==> config.mk <==
export PLATFORM = sky130hd
export DESIGN_NAME = qpsk_symbol_sequencer
export DESIGN_NICKNAME = d
export VERILOG_FILES = /design/src/rtl/qpsk_symbol_sequencer.sv
export SDC_FILE = /design/constraint.sdc
export NUM_CORES = 1
export LEC_CHECK = 0
export CAP_MARGIN = 40
export CORE_AREA = 3 3 99 101
export CTS_CLUSTER_DIAMETER = 30
export CTS_CLUSTER_SIZE = 20
export DETAILED_ROUTE_END_ITERATION = 10
export DIE_AREA = 0 0 102 104
export PLACE_DENSITY = 0.44
export REMOVE_ABC_BUFFERS = 1
export SETUP_SLACK_MARGIN = 0.1
export SLEW_MARGIN = 40
export SYNTH_ARGS = -nofsm -noshare
export SYNTH_HDL_FRONTEND = slang
export SYNTH_SLANG_ARGS = --single-unit
==> constraint.sdc <==
create_clock -name i_clk -period 2.1 [get_ports i_clk]
set_input_delay 0.42 -clock i_clk [delete_from_list [all_inputs] [get_ports i_clk]]
set_output_delay 0.42 -clock i_clk [all_outputs]
set_load 0.01 [all_outputs]
==> src/rtl/qpsk_symbol_sequencer.sv <==
// QPSK symbol sequencer: buffers 2-bit symbols, walks a shared registered symbol ROM
// table by table, and emits a continuous sample stream with mid-scale idle fill.
module qpsk_symbol_sequencer #(
  parameter int unsigned DATA_W     = 9,
  parameter int unsigned ADDR_W     = 4,
  parameter int unsigned FIFO_DEPTH = 4,
  parameter int unsigned IDLE_LEVEL = 141
) (
  input  logic              i_clk,
  input  logic              i_rst,
  input  logic              i_enable,
  input  logic [1:0]        i_din,
  input  logic              i_din_valid,
  output logic              o_din_ready,
  output logic [1:0]        o_rom_sel,
  output logic [ADDR_W-1:0] o_rom_addr,
  output logic              o_rom_en,
  input  logic [DATA_W-1:0] i_rom_data,
  output logic [DATA_W-1:0] o_sample_out,
  output logic              o_sample_valid,
  output logic              o_sym_start,
  output logic              o_busy,
  output logic              o_underrun,
  input  logic              i_clr_underrun,
  output logic [15:0]       o_sym_count
);

  localparam int unsigned PtrW = (FIFO_DEPTH > 1) ? $clog2(FIFO_DEPTH) : 1;
  localparam int unsigned CntW = PtrW + 1;
  localparam logic [CntW-1:0]   FullCount = CntW'(FIFO_DEPTH);
  localparam logic [ADDR_W-1:0] LastAddr  = '1;
  localparam logic [DATA_W-1:0] IdleLevel = DATA_W'(IDLE_LEVEL);

  typedef enum logic [0:0] {StIdle, StPlay} state_e;

  state_e            r_state, w_state_d;
  logic [1:0]        r_fifo [FIFO_DEPTH];
  logic [PtrW-1:0]   r_wr_ptr, r_rd_ptr;
  logic [CntW-1:0]   r_count;
  logic [1:0]        r_cur_sym;
  logic [ADDR_W-1:0] r_rom_addr, w_rom_addr_d;
  logic              r_rom_en, w_rom_en_d;
  logic              r_en_q1, r_start_q1;
  logic [DATA_W-1:0] r_sample_out;
  logic              r_sample_valid, r_sym_start;
  logic              r_underrun;
  logic [15:0]       r_sym_count;

  logic w_empty, w_full, w_push, w_pop, w_urun_set;

  assign w_empty     = (r_count == '0);
  assign w_full      = (r_count == FullCount);
  // Full blocks the push even if a pop happens on the same edge.
  assign o_din_ready = !w_full && !i_rst;
  assign w_push      = i_din_valid && o_din_ready;

  always_comb begin
    w_state_d    = r_state;
    w_rom_addr_d = r_rom_addr;
    w_rom_en_d   = r_rom_en;
    w_pop        = 1'b0;
    w_urun_set   = 1'b0;
    case (r_state)
      StIdle: begin
        w_rom_en_d = 1'b0;
        if (i_enable && !w_empty) begin
          w_pop        = 1'b1;
          w_rom_addr_d = '0;
          w_rom_en_d   = 1'b1;
          w_state_d    = StPlay;
        end
      end
      StPlay: begin
        w_rom_en_d   = 1'b1;
        w_rom_addr_d = r_rom_addr + ADDR_W'(1);
        // Enable only matters on the last sample; a started symbol always completes.
        if (r_rom_addr == LastAddr) begin
          if (i_enable && !w_empty) begin
            w_pop = 1'b1;
          end else begin
            w_rom_en_d = 1'b0;
            w_state_d  = StIdle;
            w_urun_set = i_enable;
          end
        end
      end
      default: w_state_d = StIdle;
    endcase
  end

  always_ff @(posedge i_clk) begin
    if (w_push) begin
      r_fifo[r_wr_ptr] <= i_din;
    end
  end

  always_ff @(posedge i_clk) begin
    if (i_rst) begin
      r_state        <= StIdle;
      r_wr_ptr       <= '0;
      r_rd_ptr       <= '0;
      r_count        <= '0;
      r_cur_sym      <= '0;
      r_rom_addr     <= '0;
      r_rom_en       <= 1'b0;
      r_en_q1        <= 1'b0;
      r_start_q1     <= 1'b0;
      r_sample_out   <= IdleLevel;
      r_sample_valid <= 1'b0;
      r_sym_start    <= 1'b0;
      r_underrun     <= 1'b0;
      r_sym_count    <= '0;
    end else begin
      r_state    <= w_state_d;
      r_rom_addr <= w_rom_addr_d;
      r_rom_en   <= w_rom_en_d;
      if (w_push) begin
        r_wr_ptr <= r_wr_ptr + PtrW'(1);
      end
      if (w_pop) begin
        r_rd_ptr    <= r_rd_ptr + PtrW'(1);
        r_cur_sym   <= r_fifo[r_rd_ptr];
        r_sym_count <= r_sym_count + 16'd1;
      end
      if (w_push && !w_pop) begin
        r_count <= r_count + CntW'(1);
      end else if (w_pop && !w_push) begin
        r_count <= r_count - CntW'(1);
      end
      // One stage matches the ROM read latency, the next registers its data.
      r_en_q1        <= r_rom_en;
      r_start_q1     <= r_rom_en && (r_rom_addr == '0);
      r_sample_out   <= r_en_q1 ? i_rom_data : IdleLevel;
      r_sample_valid <= r_en_q1;
      r_sym_start    <= r_start_q1;
      if (w_urun_set) begin
        r_underrun <= 1'b1;
      end else if (i_clr_underrun) begin
        r_underrun <= 1'b0;
      end
    end
  end

  assign o_rom_sel      = r_cur_sym;
  assign o_rom_addr     = r_rom_addr;
  assign o_rom_en       = r_rom_en;
  assign o_sample_out   = r_sample_out;
  assign o_sample_valid = r_sample_valid;
  assign o_sym_start    = r_sym_start;
  assign o_busy         = (r_state == StPlay);
  assign o_underrun     = r_underrun;
  assign o_sym_count    = r_sym_count;

endmodule

==> After elaboration in Yosys (flattened, before gate mapping) <==
Memory sizes are Yosys's and may differ from the RTL's. A register that Yosys moved wholly into a read port is not among the register bits.
Index checks and enable logic that the tools add are counted.
{ "word_totals": {"regBits": 42, "ram_bits": 8, "input_bits": 16, "output_inout_bits": 37, "wordCells": 56, "n_memories": 1} }
{ "mem_list": {"columns": ["name", "words", "width", "rd", "rd_ports_with_merged_regs", "write_ports", "line_no", "rtl"], "rows": [
  ["r_fifo", 4, 2, 1, 1, 1, "37", "logic [1:0] r_fifo [FIFO_DEPTH];"]
]} }
{ "classes": {"add_sub_neg": 6, "n_eq_ne": 3, "n_mux": 16, "bitwise_logic": 2, "reduce_logical": 16} }
{ "ops": {"columns": ["op", "count"], "rows": [
  ["16-bit by 1-bit adder with 16-bit output, second input constant", 1],
  ["1-bit 2-to-1 mux", 10],
  ["4-bit case mux with 2 select lines", 1],
  ["1-bit logical AND", 6],
  ["3-bit 2-to-1 mux", 2],
  ["1-bit logical NOT", 5],
  ["2-bit by 1-bit adder with 2-bit output, second input constant", 2],
  ["4-bit by 1-bit adder with 4-bit output, second input constant", 1],
  ["4-bit == test, second input constant", 1],
  ["4-bit logical NOT", 1],
  ["4-bit 2-to-1 mux", 1],
  ["1-bit case mux with 2 select lines", 2],
  ["2-bit nonzero test", 2],
  ["3-bit by 1-bit adder with 3-bit output, second input constant", 1],
  ["3-bit == test, second input constant", 1],
  ["3-bit logical NOT", 1],
  ["3-bit by 1-bit subtractor with 3-bit output, second input constant", 1],
  ["2-bit inequality test, second input constant", 1],
  ["1-bit NOT", 2],
  ["2-bit OR reduction", 1]
]} }

==> Depth between registers and ports, before layout <==
Gate-level depths: netlist (run 1).
{ "logic_depth": {"word_depth": 9, "ltp_mapped": 10, "depth_no_buf": 10} }

==> Least setup slack after synthesis (run 1) <==
Ideal clock, no wire load.
{ "synth_path": {"path_kind": "reg2reg", "from": "register r_count[2]", "to": "register r_count[2]", "t_arrival_ns": 2.196, "setup_slack_ns": -0.166, "path_stages_with_launch": 11, "n_path_buf": 1, "path_cell_list": "dfxtp_1 -> bufbuf_16 -> o31ai_4 -> a21oi_2 -> inv_1 -> ha_1 -> inv_1 -> fa_1 -> xor2_1 -> or3_1 -> a21oi_1"} }
{ "synth_via": {"elab_chain_cells": 9, "word_cells_on_any_way": 19, "classes_between": "add/sub: 2; eq/ne: 1; mux: 5; reduce/logical: 11"} }
{ "synth_lines": {"columns": ["element", "line_no", "rtl"], "rows": [
  ["start: declaration", "39", "logic [CntW-1:0] r_count;"],
  ["start signal: assignment", "126", "r_count <= r_count + CntW'(1);"],
  ["start signal: assignment", "128", "r_count <= r_count - CntW'(1);"],
  ["3-bit logical NOT", "51", "assign w_empty = (r_count == '0);"],
  ["1-bit logical NOT", "66, 78", null],
  ["1-bit logical AND", "66, 78", null],
  ["1-bit 2-to-1 mux", "66, 78", null],
  ["1-bit 2-to-1 mux", "77", "if (r_rom_addr == LastAddr) begin"],
  ["1-bit case mux with 2 select lines", "63", "case (r_state)"],
  ["1-bit logical NOT", "125", "if (w_push && !w_pop) begin"],
  ["1-bit logical AND", "125", null],
  ["3-bit 2-to-1 mux / 2-bit nonzero test (equally long branches)", null, null]
]} }
Parallel ways exist; a longest one is shown, timed or not. The select of a mux whose other input is x is not followed.
A chain may end at the register's enable or synchronous reset.

==> Worst setup path in the final report (run 1) <==
{ "layout_path": {"from": "input port i_rst", "to": "register r_count[2]"} }
{ "layout_via": {"elab_chain_cells": 6, "word_cells_on_any_way": 8, "classes_between": "mux: 1; reduce/logical: 7"} }
{ "layout_lines": {"columns": ["element", "line_no", "rtl"], "rows": [
  ["start: declaration", "10", "input logic i_rst,"],
  ["1-bit logical NOT (*)", "54", "assign o_din_ready = !w_full && !i_rst;"],
  ["1-bit logical AND (*)", "54", null],
  ["1-bit logical AND (*)", "55", "assign w_push = i_din_valid && o_din_ready;"],
  ["via w_push", "49", "logic w_empty, w_full, w_push, w_pop, w_urun_set;"],
  ["1-bit logical NOT", "127", "end else if (w_pop && !w_push) begin"],
  ["1-bit logical AND", "127", null],
  ["2-bit nonzero test (no line)", null, null]
]} }
Mark *: on every way through the listed nets, which the timed path passes. The rest lies on a longest branch.

==> metrics.md, run 1 <==
| Metric | Value |
|---|---|
| Hold buffers post-CTS | 0 |
| Share of the synthesized area in the top cell type | 39.2% |
| CP endpoint kind | flip-flop |
| Sw Ratio | 31.9% |
| Pre-antenna DRT Iters | 4 |
| Power per Cell Area | between 800 and 900 mW/mm² |
| Ys async rst share | 0% |
| Clk root buf | clkbuf_8 |
| Post-route ant nets | 0 |
| Final setup violating endpoints | 0 |
| Post-Layout Cell Count | 394 |
| Largest net degree at the start of global routing | 36 |
| Die height | ~100 µm |
| DR WL/cell | 12.9 µm |
| Mapped cell area | between 0.002 and 0.0025 mm² |
| Vias in the first global route | 1718 |
| Grt total ovfl | 0 |
| P_leak | 1.09 nW |
| Die area | 0.0106 mm² |
| FMAX | 503 MHz |
| Met1 wire length | ~2400 µm |
| Max-Cap Viols | 0 |
| Outcome | complete, no violations |
| VDD IR-drop max | about 0.35 mV |
| Setup Crit Path Kind | in2reg |
| IO Pins | 53 |
| Tmin final | roughly 2000 ps |
| Clock skew | 6.31 ps |
| Clock Path Buffers | 2 |
| Syn Inst Count | 212 |
| Initial core utilization | between 20% and 30% |
| H-tree Lvls | 2 |
| WP data required | 2340 ps |
| WHS Path Cells | 1 |
| DRT iter0 DRCs | 44 |
| Synth top cells by count | dfxtp_1, nor2_1, a21oi_1, inv_1, nand2_1 |
| Area grow syn2layout | 37.3% |
| Sequential Power Share | 46.8% |
| Gpl congestion | 0.671 |
| Switching power | 0.000852 W |
| RSZ-0062 raised after global routing | true |
| Total track usage | 9.86% |
| Worst hold-check path type | reg2reg |
| Yosys Warn Count | 0 |
| EDFF count, synth | 8 |
| Vias | 1724 |
| Input/output buffers | between 50 and 60 |
| Initial antenna violation count | 0 |
| Fillers | between 900 and 1000 |
| Met2 routed WL | 2390 µm |
| CTS tree | done |
| Part of the cycle the worst path needs | between 90% and 100% |
| Leading area contributor after synthesis | dfxtp_1 |
| Final wirelength | 5080 µm |
| Die X | 102 µm |
| Crit start category | input pin |
| First-pass GRT wire length | 8390 µm |
| Final setup margin | 110 ps |
| Drt via density | 4.38 |
| Gate power share | 31.9% |
| # placed instances | 385 |
| Routed wl met3 | 276 µm |
| Yosys cell types | a little under 50 |
| Clock share of power | 21.3% |
| Sinks on the clock net | 52 |
| Critical Path AT | approximately 2200 ps |
| Largest cells by area after synthesis | dfxtp_1, edfxtp_1, ha_1 |
| Internal power | 0.00182 W |
| Clk slew on worst S/H paths | 100 ps |
| Sequential-to-total area share from yosys stat | 49.9% |
| Most common cell in the netlist | dfxtp_1 |
| DRC viols | 0 |
| Largest fanout on the critical path | 2 |
| Total power draw | 0.00267 W |
| HPWL Detailed | 3560 µm |
| Share of cells above drive strength 1 | 15.9% |
| Worst-margin pin slew | 677 ps |
| Final Net Count | 307 |
| Num CTS Buffers | 5 |
| # rows | 35 |
| Max transition margin | 54.8% |
| Post-Place Setup Slack | -347 ps |
| Most used DFF post-synth | dfxtp_1 |
| Register-to-Register Path Depth | 8 |
| Clock Latency Late Sink | 300 ps |
| Avg Inst Size Synth | around 11 µm² |
| Core area | 0.00911 mm² |
| Register bit total from synthesis | 52 |
| Antenna fix cells | 0 |
| Final hold viol count | 0 |
| Slew Limit Fails | 0 |
| Top layer in use | met4 |
through the flow:
step | instance area [µm²] | hold WS (ps) | setup TNS [ps] | util (%)
global route | 3080 | 466 | 0 | 33.8
finish | 3080 | 441 | 0 | 33.8
detailed placement | 2960 | 427 | -2940 | 32.5
global placement | 2960 | 421 | -2100 | 32.5
floorplan | 2160 | 414 | -206 | -
CTS | 3050 | 442 | 0 | 33.4
placed cells by master, fill, tap and decap left out, types with 4 or more instances in the layout:
cell type        instances
clkbuf_8                 5
dfxtp_1                 41
nand3_1                  6
a21oi_1                 13
xnor2_1                  7
nand2_1                 11
ha_1                     6
edfxtp_1                 8
clkdlybuf4s50_1         49
o31ai_1                  4
and2_1                   9
nand2b_1                 5
xor2_1                   4
or3_1                    5
buf_4                   19
inv_1                   11
o21ai_0                  6
mux2i_1                  4
nor2_1                  20
path summary, 6_finish.rpt:
kind                      end  slack (ps)        from
setup / recovery   r_count[2]         110       i_rst
hold reg to reg   o_sym_start         440  r_start_q1
setup reg to reg   r_count[2]         130  r_count[0]
hold / removal    o_sym_start         440  r_start_q1
timing repair:
action | in CTS | in global routing
pin swaps | 1 | 5
setup endpoints to repair | 2 | 11
hold endpoints to repair | 0 | 0
gates resized for setup | 4 | 9
buffers inserted | 0 | 1
per-layer routing:
layer  global-route usage [%]  vias to the layer above
met5                        0                        -
met4                     2.53                        0
met3                     3.35                        4
met2                     16.2                       44
met1                     12.3                      797
li1                         -                      879
layout make-up:
class                           count  area, µm²  area share (%)
Multi-Input combinational cell    140       1020            33.2
Timing Repair Buffer               71        667            21.6
Sequential cell                    52       1120            36.5
Clock buffer                        6       72.6            2.35
Tap cell                          111        139            4.50
Clock inverter                      2       11.3           0.365
Inverter                           12       45.0            1.46
flip-flops by register name (all words and copies together) (netlist names):
name            cells
r_count             3
r_fifo              8
o_rom_addr          4
o_sample_valid      1
o_rom_sel           2
o_sym_count        16
r_start_q1          1
o_sample_out        9
o_rom_en            1
r_en_q1             1
o_underrun          1
r_wr_ptr            2
r_rd_ptr            2
o_sym_start         1
power by group through the flow:
| stage | clock network [W] | registers, W | logic, W |
|---|---|---|---|
| floorplan | 0 | 0.00130 | 0.000407 |
| global placement | 0 | 0.00126 | 0.000835 |
| detailed placement | 0 | 0.00126 | 0.000837 |
| CTS | 0.000606 | 0.00124 | 0.000841 |
| global route | 0.000648 | 0.00127 | 0.000965 |
| finish | 0.000569 | 0.00125 | 0.000852 |
cells by family after synthesis:
logic type | count (synthesis) | share of synthesized area (%)
and+or+nand+nor | 74 | 17.7
adders and majority gates | 9 | 5.35
xor gates and xnor gates | 11 | 4.29
AOI/OAI and AO/OA | 39 | 12.8
buffers and inverters | 20 | 5.63
DFF | 52 | 49.9
muxes | 7 | 4.29
worst max-delay path: stages:
cell,delay (ps)
clkdlybuf4s50_1,440
a211oi_2,190
ha_2,230
inv_2,40
fa_2,320
xor2_1,150
or3_1,320
a21oi_2,110
Power figures use the tool's default switching activity.
==> run 2: changes to the inputs <==
==> constraint.sdc (replaced) <==
create_clock -name i_clk -period 1.6 [get_ports i_clk]
set_input_delay 0.32 -clock i_clk [delete_from_list [all_inputs] [get_ports i_clk]]
set_output_delay 0.32 -clock i_clk [all_outputs]
set_load 0.01 [all_outputs]
==> metrics.md, run 2 (same netlist as run 1, synthesis figures left out) <==
| Metric | Value |
|---|---|
| Outcome | finished, violations left |
| Failing checks | negative setup slack |
| First-pass GRT wire length | 8570 µm (+2.1%) |
| Setup Crit Path Kind | reg2reg |
| Most common cell after layout, fill and taps aside | buf_4 |
| Worst hold-check path type | reg2reg |
| RSZ-0062 raised after global routing | true |
| CTS tree | done |
| Input/output buffers | 52 (unchanged) |
| DRT iter0 DRCs | 40 (-9.1%) |
| Worst-margin pin slew | 626 ps (-50.5 ps) |
| Fin util | 37.5% (+3.6 points) |
| Final setup violating endpoints | 12 (+12) |
| HPWL Detailed | 3640 µm (+2.2%) |
| IO Pins | 53 (unchanged) |
| Final hold viol count | 0 (unchanged) |
| Power per Cell Area | 1140 mW/mm² (+32%) |
| Vias | 1814 (+5.2%) |
| CP endpoint kind | flip-flop |
| Vias in the first global route | 1839 (+7.0%) |
| P_leak | 1.49 nW (+37%) |
| Max-Cap Viols | 0 (unchanged) |
| Design area | 0.00341 mm² (+11%) |
| Grt total ovfl | 0 (unchanged) |
| Area grow syn2layout | 52.0% |
| Total track usage | 9.85% (about the same) |
| Initial antenna violation count | 0 (unchanged) |
| Die height | 104 µm (unchanged) |
| Initial core utilization | 24.7% (unchanged) |
| Commonest cells after routing, fill and taps aside | buf_4, dfxtp_1, dlygate4sd2_1 |
| Share of cells above drive strength 1 | 29.5% (+14 points) |
| Antenna fix cells | 0 (unchanged) |
| Critical Path AT | 2180 ps (-50 ps) |
| Max FFs per register | 16 (unchanged) |
| FMAX | 513 MHz |
| Largest fanout on the critical path | 3 (+1) |
| Crit start category | flip-flop |
| # rows | 35 (unchanged) |
| H-tree Lvls | 2 (unchanged) |
| Die X | 102 µm (unchanged) |
| Post-route ant nets | 0 (unchanged) |
| Clock skew | 6.25 ps (-0.0618 ps) |
| Final wirelength | 5170 µm (+1.7%) |
| Core area | 0.00911 mm² (unchanged) |
| Clock Path Buffers | 2 (unchanged) |
| Clock Latency Late Sink | 300 ps (about the same) |
| Pre-antenna DRT Iters | 4 (unchanged) |
| WP data required | 1840 ps (-500 ps) |
| Num CTS Buffers | 5 (unchanged) |
| Final setup margin | -348 ps (-458 ps) |
| Hold buffers post-CTS | 0 (unchanged) |
| Clk slew on worst S/H paths | 100 ps (about the same) |
| Tmin final | 1950 ps |
| Slew Limit Fails | 0 (unchanged) |
| DP Area | 0.00311 mm² (+5.1%) |
| Drt via density | 4.33 (-1.1%) |
| Hold WS | 442 ps (+1.24 ps) |
| Final Net Count | 332 (+8.1%) |
| Part of the cycle the worst path needs | 122% |
| Largest net degree at the start of global routing | 37 (+2.8%) |
| DR WL/cell | 12.3 µm (-4.4%) |
| Clk root buf | clkbuf_8 |
| Sinks on the clock net | 52 (unchanged) |
| VDD IR-drop max | 0.658 mV (+88%) |
| Max transition margin | 58.2% (+3.4 points) |
| Die area | 0.0106 mm² (unchanged) |
| Gpl congestion | 0.721 (+7.4%) |
| DRC viols | 0 (unchanged) |
-- run 2: area by class of cell --
type                            count  area, µm²
Inverter                           12       45.0
Multi-Input combinational cell    140       1110
Timing Repair Buffer               96        865
Fill cell                         929       5700
Tap cell                          111        139
Sequential cell                    52       1140
Clock inverter                      3       42.5
Clock buffer                        5       68.8
-- run 2: routing by layer --
metal | wire length (µm) | track usage [%] | vias to the layer above | share of wire (%)
li1 | - | - | 934 | -
met1 | 2290 | 11.7 | 836 | 44
met2 | 2540 | 17.3 | 40 | 49
met3 | 301 | 2.68 | 4 | 5.8
met4 | 30 | 2.53 | 0 | 0.58
met5 | 0 | 0 | - | 0
-- run 2: critical path, cell delays in order (launching register included) --
cell	delay, ps
dfxtp_4	370
o31ai_4	300
a21oi_4	60
inv_2	70
ha_4	130
inv_2	30
fa_2	320
xor2_1	150
or3_1	300
a21oi_1	140
-- run 2: through the flow --
step | TNS (ps) | setup slack [ps] | instances | power (W)
after global placement | -12230 | -709 | 405 | 0.00289
after detailed placement | -12260 | -755 | 405 | 0.00289
final | -1930 | -348 | 419 | 0.00390
after CTS | -2190 | -348 | 415 | 0.00391
after floorplan | -3620 | -661 | 204 | 0.00224
after global routing | -2920 | -416 | 419 | 0.00418
-- run 2: path summary, 6_finish.rpt --
| kind | end | start | slack, ps | cells after the start |
|---|---|---|---|---|
| worst max-delay path | r_count[2] | r_count[0] | -350 | 9 |
| worst min-delay path | o_sym_start | r_start_q1 | 440 | 1 |
| worst max register to register | r_count[2] | r_count[0] | -350 | 9 |
| worst min register to register | o_sym_start | r_start_q1 | 440 | 1 |
-- run 2: timing repair --
action / 4_1_cts / 5_1_grt
setup endpoints to repair: 49 / 35
pin swaps: 17 / 11
gates resized for setup: 68 / 24
setup buffers: 2 / 4
-- run 2: power breakdown --
part           switching (W)  total [W]  internal (W)
clock network       0.000446   0.000909      0.000464
logic               0.000610    0.00135      0.000742
registers           0.000143    0.00164       0.00150
